**src/rtl/pixel_stream_pkg.sv**
```systemverilog
// pixel_stream_pkg
// Shared definitions for the pixel stream source slice:
//   X_W / Y_W  widths of the signed pixel coordinates handed downstream
//   state_e    sequencer state encoding
//   BAR_RGB    colour-bar table, index 0 = leftmost bar, packed {R,G,B}
package pixel_stream_pkg;

  localparam int X_W = 11;
  localparam int Y_W = 12;

  typedef enum logic [0:0] {
    ST_IDLE = 1'b0,
    ST_RUN  = 1'b1
  } state_e;

  // Index 0 sits in the low 24 bits: white, yellow, cyan, green,
  // magenta, red, blue, black from left to right on screen.
  localparam logic [7:0][23:0] BAR_RGB = {
    24'h000000,
    24'h0000FF,
    24'hFF0000,
    24'hFF00FF,
    24'h00FF00,
    24'h00FFFF,
    24'hFFFF00,
    24'hFFFFFF
  };

endpackage

```
**src/rtl/pixel_stream_if.sv**
```systemverilog
// pixel_stream_if
// Pixel output bus from the source to the renderer chain.
//   x_out, y_out                 signed pixel coordinate
//   r_out, g_out, b_out          pixel colour
//   pixel_valid                  visible pixel
//   line_start                   first pixel of a visible line
//   frame_start                  first pixel of a frame
// Modports: master (source drives), slave (renderer samples).
interface pixel_stream_if;
  import pixel_stream_pkg::*;

  logic signed [X_W-1:0] x_out;
  logic signed [Y_W-1:0] y_out;
  logic [7:0]            r_out;
  logic [7:0]            g_out;
  logic [7:0]            b_out;
  logic                  pixel_valid;
  logic                  line_start;
  logic                  frame_start;

  modport master (
    output x_out, y_out, r_out, g_out, b_out,
           pixel_valid, line_start, frame_start
  );

  modport slave (
    input  x_out, y_out, r_out, g_out, b_out,
           pixel_valid, line_start, frame_start
  );

endinterface

```
**src/rtl/raster_counter.sv**
```systemverilog
// raster_counter
// Horizontal/vertical raster position counters with line and frame wrap.
//   clk, rst      clock, async active-high reset
//   advance_i     step one pixel this cycle
//   h_o, v_o      current raster position
//   frame_end_o   position is the last pixel of the frame
module raster_counter
  import pixel_stream_pkg::*;
#(
  parameter int H_TOTAL = 800,
  parameter int V_TOTAL = 525,
  parameter int HW      = X_W - 1,
  parameter int VW      = Y_W - 1
) (
  input  logic          clk,
  input  logic          rst,
  input  logic          advance_i,
  output logic [HW-1:0] h_o,
  output logic [VW-1:0] v_o,
  output logic          frame_end_o
);

  localparam logic [HW-1:0] H_LAST = HW'(H_TOTAL - 1);
  localparam logic [VW-1:0] V_LAST = VW'(V_TOTAL - 1);

  logic [HW-1:0] h_q, h_d;
  logic [VW-1:0] v_q, v_d;
  logic          h_last, v_last;

  assign h_last = (h_q == H_LAST);
  assign v_last = (v_q == V_LAST);

  always_comb begin
    h_d = h_q;
    v_d = v_q;
    if (advance_i) begin
      if (h_last) begin
        h_d = '0;
        v_d = v_last ? '0 : v_q + VW'(1);
      end else begin
        h_d = h_q + HW'(1);
      end
    end
  end

  always_ff @(posedge clk or posedge rst) begin
    if (rst) begin
      h_q <= '0;
      v_q <= '0;
    end else begin
      h_q <= h_d;
      v_q <= v_d;
    end
  end

  assign h_o         = h_q;
  assign v_o         = v_q;
  assign frame_end_o = h_last & v_last;

endmodule

```
**src/rtl/pixel_stream_source.sv**
```systemverilog
// pixel_stream_source
// Free-running raster pixel source: sequences whole frames while enabled
// and emits registered coordinate, colour and qualifier outputs.
//   clk, rst   clock, async active-high reset
//   enable     run request, sampled at frame boundaries once running
//   px         pixel_stream_if.master output bus
// Optional build macro PIXEL_STREAM_TEST_PATTERN_EN replaces the background
// colour with eight vertical colour bars.
//
// state   | meaning
// --------+------------------------------------------------------------
// ST_IDLE | counters parked at (0,0), outputs held at zero
// ST_RUN  | counters stepping every cycle, stop only at frame end
module pixel_stream_source
  import pixel_stream_pkg::*;
#(
  parameter int         H_ACTIVE = 640,
  parameter int         H_BLANK  = 160,
  parameter int         V_ACTIVE = 480,
  parameter int         V_BLANK  = 45,
  parameter logic [7:0] BG_R     = 8'h00,
  parameter logic [7:0] BG_G     = 8'h00,
  parameter logic [7:0] BG_B     = 8'h00
) (
  input  logic           clk,
  input  logic           rst,
  input  logic           enable,
  pixel_stream_if.master px
);

  localparam int H_TOTAL = H_ACTIVE + H_BLANK;
  localparam int V_TOTAL = V_ACTIVE + V_BLANK;
  // Coordinates are zero-extended, so the counters lose the sign bit.
  localparam int HW = X_W - 1;
  localparam int VW = Y_W - 1;

  if (H_ACTIVE < 1 || V_ACTIVE < 1 || H_BLANK < 0 || V_BLANK < 0) begin : g_bad_dims
    $error("pixel_stream_source: active sizes must be positive, blanking non-negative");
  end
  if (H_TOTAL > (1 << HW)) begin : g_bad_h
    $error("pixel_stream_source: H_ACTIVE+H_BLANK exceeds x_out range");
  end
  if (V_TOTAL > (1 << VW)) begin : g_bad_v
    $error("pixel_stream_source: V_ACTIVE+V_BLANK exceeds y_out range");
  end

  state_e        state_q, state_d;
  logic          run;
  logic [HW-1:0] h;
  logic [VW-1:0] v;
  logic          frame_end;

  assign run = (state_q == ST_RUN);

  raster_counter #(
    .H_TOTAL (H_TOTAL),
    .V_TOTAL (V_TOTAL),
    .HW      (HW),
    .VW      (VW)
  ) u_raster (
    .clk         (clk),
    .rst         (rst),
    .advance_i   (run),
    .h_o         (h),
    .v_o         (v),
    .frame_end_o (frame_end)
  );

  always_comb begin
    state_d = state_q;
    case (state_q)
      ST_IDLE: if (enable) state_d = ST_RUN;
      ST_RUN:  if (frame_end && !enable) state_d = ST_IDLE;
      default: state_d = ST_IDLE;
    endcase
  end

  always_ff @(posedge clk or posedge rst) begin
    if (rst) state_q <= ST_IDLE;
    else     state_q <= state_d;
  end

  logic        h_act, v_act;
  logic [23:0] pix_rgb;

  assign h_act = ({1'b0, h} < X_W'(H_ACTIVE));
  assign v_act = ({1'b0, v} < Y_W'(V_ACTIVE));

`ifdef PIXEL_STREAM_TEST_PATTERN_EN
  // Bar width clamps to one pixel for very narrow lines; the bar index
  // saturates at the last bar so any remainder of H_ACTIVE/8 stays black.
  localparam int            BAR_W_INT = (H_ACTIVE / 8 < 1) ? 1 : H_ACTIVE / 8;
  localparam logic [HW-1:0] BAR_LAST  = HW'(BAR_W_INT - 1);
  localparam logic [HW-1:0] H_LAST    = HW'(H_TOTAL - 1);

  logic [HW-1:0] bar_cnt_q, bar_cnt_d;
  logic [2:0]    bar_idx_q, bar_idx_d;

  // Sub-counter tracks the current h, so its reset lines up with h wrapping.
  always_comb begin
    bar_cnt_d = bar_cnt_q;
    bar_idx_d = bar_idx_q;
    if (run) begin
      if (h == H_LAST) begin
        bar_cnt_d = '0;
        bar_idx_d = '0;
      end else if (bar_cnt_q == BAR_LAST) begin
        bar_cnt_d = '0;
        if (bar_idx_q != 3'd7) bar_idx_d = bar_idx_q + 3'd1;
      end else begin
        bar_cnt_d = bar_cnt_q + HW'(1);
      end
    end
  end

  always_ff @(posedge clk or posedge rst) begin
    if (rst) begin
      bar_cnt_q <= '0;
      bar_idx_q <= '0;
    end else begin
      bar_cnt_q <= bar_cnt_d;
      bar_idx_q <= bar_idx_d;
    end
  end

  assign pix_rgb = BAR_RGB[bar_idx_q];
`else
  assign pix_rgb = {BG_R, BG_G, BG_B};
`endif

  logic signed [X_W-1:0] x_q, x_d;
  logic signed [Y_W-1:0] y_q, y_d;
  logic [23:0]           rgb_q, rgb_d;
  logic                  valid_q, valid_d;
  logic                  lstart_q, lstart_d;
  logic                  fstart_q, fstart_d;

  always_comb begin
    x_d      = '0;
    y_d      = '0;
    rgb_d    = '0;
    valid_d  = 1'b0;
    lstart_d = 1'b0;
    fstart_d = 1'b0;
    if (run) begin
      x_d      = {1'b0, h};
      y_d      = {1'b0, v};
      valid_d  = h_act & v_act;
      lstart_d = (h == '0) & v_act;
      fstart_d = (h == '0) & (v == '0);
      rgb_d    = (h_act & v_act) ? pix_rgb : 24'h000000;
    end
  end

  always_ff @(posedge clk or posedge rst) begin
    if (rst) begin
      x_q      <= '0;
      y_q      <= '0;
      rgb_q    <= '0;
      valid_q  <= 1'b0;
      lstart_q <= 1'b0;
      fstart_q <= 1'b0;
    end else begin
      x_q      <= x_d;
      y_q      <= y_d;
      rgb_q    <= rgb_d;
      valid_q  <= valid_d;
      lstart_q <= lstart_d;
      fstart_q <= fstart_d;
    end
  end

  assign px.x_out       = x_q;
  assign px.y_out       = y_q;
  assign px.r_out       = rgb_q[23:16];
  assign px.g_out       = rgb_q[15:8];
  assign px.b_out       = rgb_q[7:0];
  assign px.pixel_valid = valid_q;
  assign px.line_start  = lstart_q;
  assign px.frame_start = fstart_q;

endmodule

```
**src/flat_wrapper.sv**
```systemverilog
// flat-port wrapper written by rule: the top's interface ports become plain ports
module pixel_stream_source_flat import pixel_stream_pkg::*;
#(
  parameter int         H_ACTIVE = 640,
  parameter int         H_BLANK  = 160,
  parameter int         V_ACTIVE = 480,
  parameter int         V_BLANK  = 45,
  parameter logic [7:0] BG_R     = 8'h00,
  parameter logic [7:0] BG_G     = 8'h00,
  parameter logic [7:0] BG_B     = 8'h00
)
  (clk, rst, enable, px_x_out, px_y_out, px_r_out, px_g_out, px_b_out, px_pixel_valid, px_line_start, px_frame_start);
  pixel_stream_if px_i ();
  input  logic clk;
  input  logic rst;
  input  logic enable;
  output wire logic [$bits(px_i.x_out)-1:0] px_x_out;
  output wire logic [$bits(px_i.y_out)-1:0] px_y_out;
  output wire logic [$bits(px_i.r_out)-1:0] px_r_out;
  output wire logic [$bits(px_i.g_out)-1:0] px_g_out;
  output wire logic [$bits(px_i.b_out)-1:0] px_b_out;
  output wire logic [$bits(px_i.pixel_valid)-1:0] px_pixel_valid;
  output wire logic [$bits(px_i.line_start)-1:0] px_line_start;
  output wire logic [$bits(px_i.frame_start)-1:0] px_frame_start;
  assign px_x_out = px_i.x_out;
  assign px_y_out = px_i.y_out;
  assign px_r_out = px_i.r_out;
  assign px_g_out = px_i.g_out;
  assign px_b_out = px_i.b_out;
  assign px_pixel_valid = px_i.pixel_valid;
  assign px_line_start = px_i.line_start;
  assign px_frame_start = px_i.frame_start;
  pixel_stream_source #(.H_ACTIVE(H_ACTIVE), .H_BLANK(H_BLANK), .V_ACTIVE(V_ACTIVE), .V_BLANK(V_BLANK), .BG_R(BG_R), .BG_G(BG_G), .BG_B(BG_B)) u_core (.clk(clk), .rst(rst), .enable(enable), .px(px_i));
endmodule
```
**config.mk**
```make
export PLATFORM = sky130hd
export DESIGN_NAME = pixel_stream_source_flat
export DESIGN_NICKNAME = d
export VERILOG_FILES = /design/src/rtl/pixel_stream_pkg.sv /design/src/rtl/pixel_stream_if.sv /design/src/rtl/raster_counter.sv /design/src/rtl/pixel_stream_source.sv /design/src/flat_wrapper.sv
export SDC_FILE = /design/constraint.sdc
export NUM_CORES = 1
export LEC_CHECK = 0
export CELL_PAD_IN_SITES_DETAIL_PLACEMENT = 0
export CELL_PAD_IN_SITES_GLOBAL_PLACEMENT = 1
export CORE_MARGIN = 2
export CORE_UTILIZATION = 38
export CTS_CLUSTER_SIZE = 8
export DETAILED_ROUTE_END_ITERATION = 7
export PLACE_DENSITY = 0.91
export SLEW_MARGIN = 40
export SYNTH_ARGS = -nofsm -noshare
export SYNTH_HDL_FRONTEND = slang
export SYNTH_HIERARCHICAL = 1
export SYNTH_SLANG_ARGS = --single-unit
```
**constraint.sdc**
```tcl
create_clock -name clk -period 2 [get_ports clk]
set_clock_uncertainty 0.05 [all_clocks]
set_input_delay 0.4 -clock clk [delete_from_list [all_inputs] [get_ports clk]]
set_output_delay 0.4 -clock clk [all_outputs]
set_load 0.01 [all_outputs]
```
==> results.cfg, run 1 <==
[finish]
stdcell_area_sq_mm = 0.002725
stdcell_count = 332
finalCoreUtilization = 0.4686
n_fill_cell = 543
drive_gt1_frac = 0.1479
area_growth_pct = 21.27
diodes = 0
nets = 262

[placed_design]
numPortBuffers = 26
dp_slack_ns = 0.08469
dpl_cell_area_sq_mm = 0.002608
gp_congestion = 0.8926
dpl.cell_count = 324
hpwl_mm = 2.954

[cts]
htreeDepth = 2
post_cts_buffers = 0
path_clk_slew_ns = 0.08
clkLatencyLatePin_ns = 0.29
cts_tree = yes
cts_buffer_depth = 2
numCtsBuffers = 5
clock_sinks = 46
cts-root-buf = clkbuf_8

[global_routing]
antenna_found_initial = 0
grt_pass1_wl_mm = 6.865
grt_max_degree = 34
grt_overflow = 0
grt_pass1_vias = 1435
grt_use_total = 0.1379

[sta]
slew_viol_final = 0
rsz0062_at_grt = no
finalCriticalPeriod_ns = 1.859
tns_ns = 0
finalHoldViolations = 0
fin_ws_ns = 0.1414
fin_crit_sh = 0.9293
fmax_mhz = 538.0
setup_viol = 0

[job]
drv_cap = 0

[yosys]
synthTopCellsByCount = 46 x dfrtp_1, 26 x buf_4, 21 x and2_1
synthFlopType = dfrtp_1
yosysMostFrequentCell = dfrtp_1
yosys.area.top_type = dfrtp_1
syn_inst = 212
synth_edf_count = 0
synth_warnings = 6
postSynth.asyncResetShare = 1.000
yosysUniqueCellTypes = 39
synth_seq_cells = 46
post_synth.cell_area_avg_sq_um = 10.60
netlist.area_leader.share = 0.5122
ys_top_cells_by_area = dfrtp_1 51%, buf_4 8.7%, and2_1 5.8%
syn_area_sq_mm = 0.002247
yosysSeqAreaShare = 0.5122

[pwr]
ir_drop_uv = 554.0
total_leakage_power_nw = 1.254
power.density_mw_per_mm2 = 906.0

[die]
die_h_um = 80.90
start_util = 0.3864
die-width_um = 80.90
row_count = 28
fp.dieArea_sq_mm = 0.006545
ios = 53
coreArea_sq_mm = 0.005816

[route]
vias_per_cell = 4.846
drc = 0
wl_per_cell_um = 12.41
wirelength_mm = 4.119
firstDrtPassIters = 4
drtIter0Drc = 132
postRouteAntennaNets = 0
vias = 1609

[status]
status = finished, final reports clean

[setup_path]
start_kind = register
cp.required_ns = 2.16
path_class = reg2reg
rr_worst_depth = 5
cp_max_fo = 11
crit_path_end_kind = register
r2r-start = u_core/u_raster/h_o[0]
arrival_ns = 2.02
crit_start = u_core/u_raster/h_o[0]

[min_path]
hp-class = in2async
==> registers in the layout, indices dropped and copies added (netlist names) <==
name,cells
u_core/px.frame_start,1
u_core/px.line_start,1
u_core/px.pixel_valid,1
u_core/px.x_out,10
u_core/px.y_out,11
u_core/run,1
u_core/u_raster/h_o,10
u_core/u_raster/v_o,11
==> report_power, final <==
part / switching (mW) / total, mW / internal, mW
combinational: 0.320 / 0.663 / 0.343
clock: 0.292 / 0.665 / 0.372
sequential: 0.0765 / 1.14 / 1.06
total: 0.689 / 2.47 / 1.78
==> path summary, 6_finish.rpt <==
path / endpoint / slack, ns
max reg2reg: u_core/u_raster/v_o[5] / 0.14
min reg2reg: u_core/u_raster/v_o[0] / 0.53
max: u_core/u_raster/v_o[5] / 0.14
min: u_core/u_raster/v_o[6] / 0.43
max in group asynchronous: u_core/u_raster/h_o[7] / 1.24
min in group clk: u_core/u_raster/v_o[0] / 0.53
==> cells by family after synthesis <==
| logic type | synth area share |
|---|---|
| fa+ha+maj | 0.01671 |
| compound gates | 0.07183 |
| buf+inv | 0.1175 |
| other cells | 0.001669 |
| mux | 0.01336 |
| flops | 0.5122 |
| xor+xnor | 0.02339 |
| simple gates | 0.2433 |
==> repair_timing <==
action,CTS,global route
gates resized for setup,0,2
endpoints found under the setup margin,0,7
hold buffers,0,0
==> layout by cell type (no fill, tap or decap), types with 4 or more instances in the layout <==
cell             count
o21ai_0              9
nor3_1               5
dfrtp_1             46
nand4_1             11
a22o_1               6
nor2_1              10
buf_4               19
nor2b_1              4
conb_1              26
clkbuf_8             5
clkdlybuf4s50_1     26
and2_1              21
nand2_1              4
and3_1               4
a21oi_1              4
inv_1                9
nand3_1              9
xnor2_1              5
==> per-layer routing <==
layer	vias up	track usage	wire, um	share of wire
li1	770	-	-	-
met1	764	0.1724	1801	0.44
met2	67	0.2273	1983	0.48
met3	8	0.02778	234	0.057
met4	0	0.06780	99	0.024
met5	-	0	0	0
==> worst max-delay path, cell delays in order, from the launching register on <==
cell and delay (ns):
dfrtp_1 0.37, ha_1 0.18, nor4b_4 0.25, nand4_2 0.28
or4_1 0.56, o21ai_0 0.10
==> stage by stage <==
step	hold slack (ns)	power [mW]
CTS	0.4417	2.500
global placement	0.5162	1.798
detailed placement	0.5204	1.821
finish	0.4295	2.469
floorplan	0.3265	1.547
global route	0.4587	2.615
==> cell type report <==
type,instances,area [sq um],area share
sequential,46,1151,0.4224
clock buffer,6,72.57,0.02663
multi-input combinational,149,933.4,0.3425
tap,75,93.84,0.03444
timing repair buffer,45,402.9,0.1478
inverter,9,33.78,0.01240
clock inverter,2,37.54,0.01377
Power figures use the tool's default switching activity.
==> run 2, diff against run 1 <==
- CORE_ASPECT_RATIO: not set -> 0.75
- GPL_ROUTABILITY_DRIVEN: not set -> 0
- MAX_ROUTING_LAYER: not set -> met4
==> results.cfg, run 2 (same netlist as run 1, synthesis figures left out) <==
[status]
status = finished, final reports clean

[die]
die-width_um = 92.80
die_h_um = 70.60
start_util = 0.3898
coreArea_sq_mm = 0.005766
fp.dieArea_sq_mm = 0.006551
row_count = 24
ios = 53

[pwr]
power.density_mw_per_mm2 = 859.8
total_leakage_power_nw = 1.230
ir_drop_uv = 317.5
power_mw = 2.346

[placed_design]
dpl_cell_area_sq_mm = 0.002611
numPortBuffers = 26
hpwl_mm = 2.867

[sta]
fmax_mhz = 540.5
tns_ns = 0
finalCriticalPeriod_ns = 1.850
slew_viol_final = 0
fin_crit_sh = 0.9250
finalHoldViolations = 0
setup_viol = 0

[setup_path]
start_kind = register
cpPeakStageDelay_ns = 0.46
worstReg2RegEnd = u_core/u_raster/v_o[6]
path_class = reg2reg
cp_slowest_cell = dfrtp_2
cp_top_family = simple AND/OR/NAND/NOR gates
rr_worst_depth = 6
crit_path_end_kind = register
cp.required_ns = 2.14
crit_start = u_core/u_raster/v_o[0]
r2r-start = u_core/u_raster/v_o[0]
ff2ff_setup_slack_ns = 0.15
cp.buffers_inverters = 1
arrival_ns = 1.99
crit_end = u_core/u_raster/v_o[6]
cp_max_fo = 9
crit_path_cell_trace = inv_1 > ha_1 > nor4bb_4 > and4_4 > o21ai_0 > a22o_1
cp_num_cells = 6

[finish]
mostFrequentLayoutCells = 45 x dfrtp_1, 26 x clkdlybuf4s50_1, 26 x conb_1
stdcell_area_sq_mm = 0.002729
finalCoreUtilization = 0.4733
drive_gt1_frac = 0.1556
layout_commonest_cell = dfrtp_1
nets = 262
area_growth_pct = 21.44
diodes = 0

[global_routing]
grt_pass1_wl_mm = 6.706
grt_overflow = 0
grt_use_total = 0.1359
antenna_found_initial = 0
grt_max_degree = 26
grt_pass1_vias = 1366

[cts]
htreeDepth = 2
cts-root-buf = clkbuf_8
clock_sinks = 46
numCtsBuffers = 5
path_clk_slew_ns = 0.08
cts_buffer_depth = 2
cts_hold_buf = 0
clkLatencyLatePin_ns = 0.30
cts_tree = yes
post_cts_buffers = 0

[route]
wl_per_cell_um = 12.22
firstDrtPassIters = 4
vias = 1594
vias_per_cell = 4.758
drc = 0
drtIter0Drc = 101
postRouteAntennaNets = 0
wirelength_mm = 4.093

[job]
drv_cap = 0

[min_path]
hp-class = in2async
-- run 2: cell count changes in the layout (fill, tap and decap cells not counted), sizes merged --
cell and delta:
clkbuf -1, bufinv -1, clkinv +2
-- run 2: final cells by class --
| type | count | area, sq um |
|---|---|---|
| multi-input combinational | 149 | 952.2 |
| clock inverter | 3 | 21.27 |
| timing repair buffer | 45 | 402.9 |
| tap | 78 | 97.59 |
| inverter | 9 | 33.78 |
| sequential | 46 | 1152 |
| fill | 537 | 3037 |
| clock buffer | 5 | 68.82 |
-- run 2: what timing repair did --
item,4_1_cts,5_1_grt
setup endpoints to repair,1,8
gates resized for setup,1,5
endpoints found under the hold margin,0,0
-- run 2: through the flow --
step	hold slack, ns	worst slack [ns]	cells
2_1_floorplan	0.3265	0.1480	237
3_3_place_gp	0.5239	0.1221	327
3_5_place_dp	0.5210	0.01517	327
4_1_cts	0.4207	0.05635	335
5_1_grt	0.4891	-0.0003237	335
6_report	0.4138	0.1499	335
-- run 2: report_power, final --
| part | total (mW) | internal (mW) | switching, mW |
|---|---|---|---|
| Sequential | 1.14 | 1.06 | 0.0732 |
| Combinational | 0.658 | 0.342 | 0.316 |
| Clock | 0.551 | 0.245 | 0.305 |
| Total | 2.35 | 1.65 | 0.694 |
-- run 2: routing by layer --
metal,vias up,track usage,part of all wire
met3,6,0.02982,0.077
met2,80,0.1820,0.43
met5,-,-,0
li1,771,-,-
met1,737,0.1983,0.48
met4,0,0.05882,0.016
-- run 2: worst min path at each step --
stage,from,to,slack (ns)
floorplan,rst,u_core/u_raster/h_o[0],0.33
global placement,u_core/u_raster/h_o[4],u_core/u_raster/h_o[4],0.52
detailed placement,u_core/u_raster/h_o[4],u_core/u_raster/h_o[4],0.52
CTS,rst,u_core/px.line_start,0.42
global route,rst,u_core/px.line_start,0.49
finish,rst,u_core/px.x_out[5],0.41
-- run 2: worst min-delay path, delay by kind of cell --
family                 cells  cell delay (ns)
buffers and inverters      3             0.76
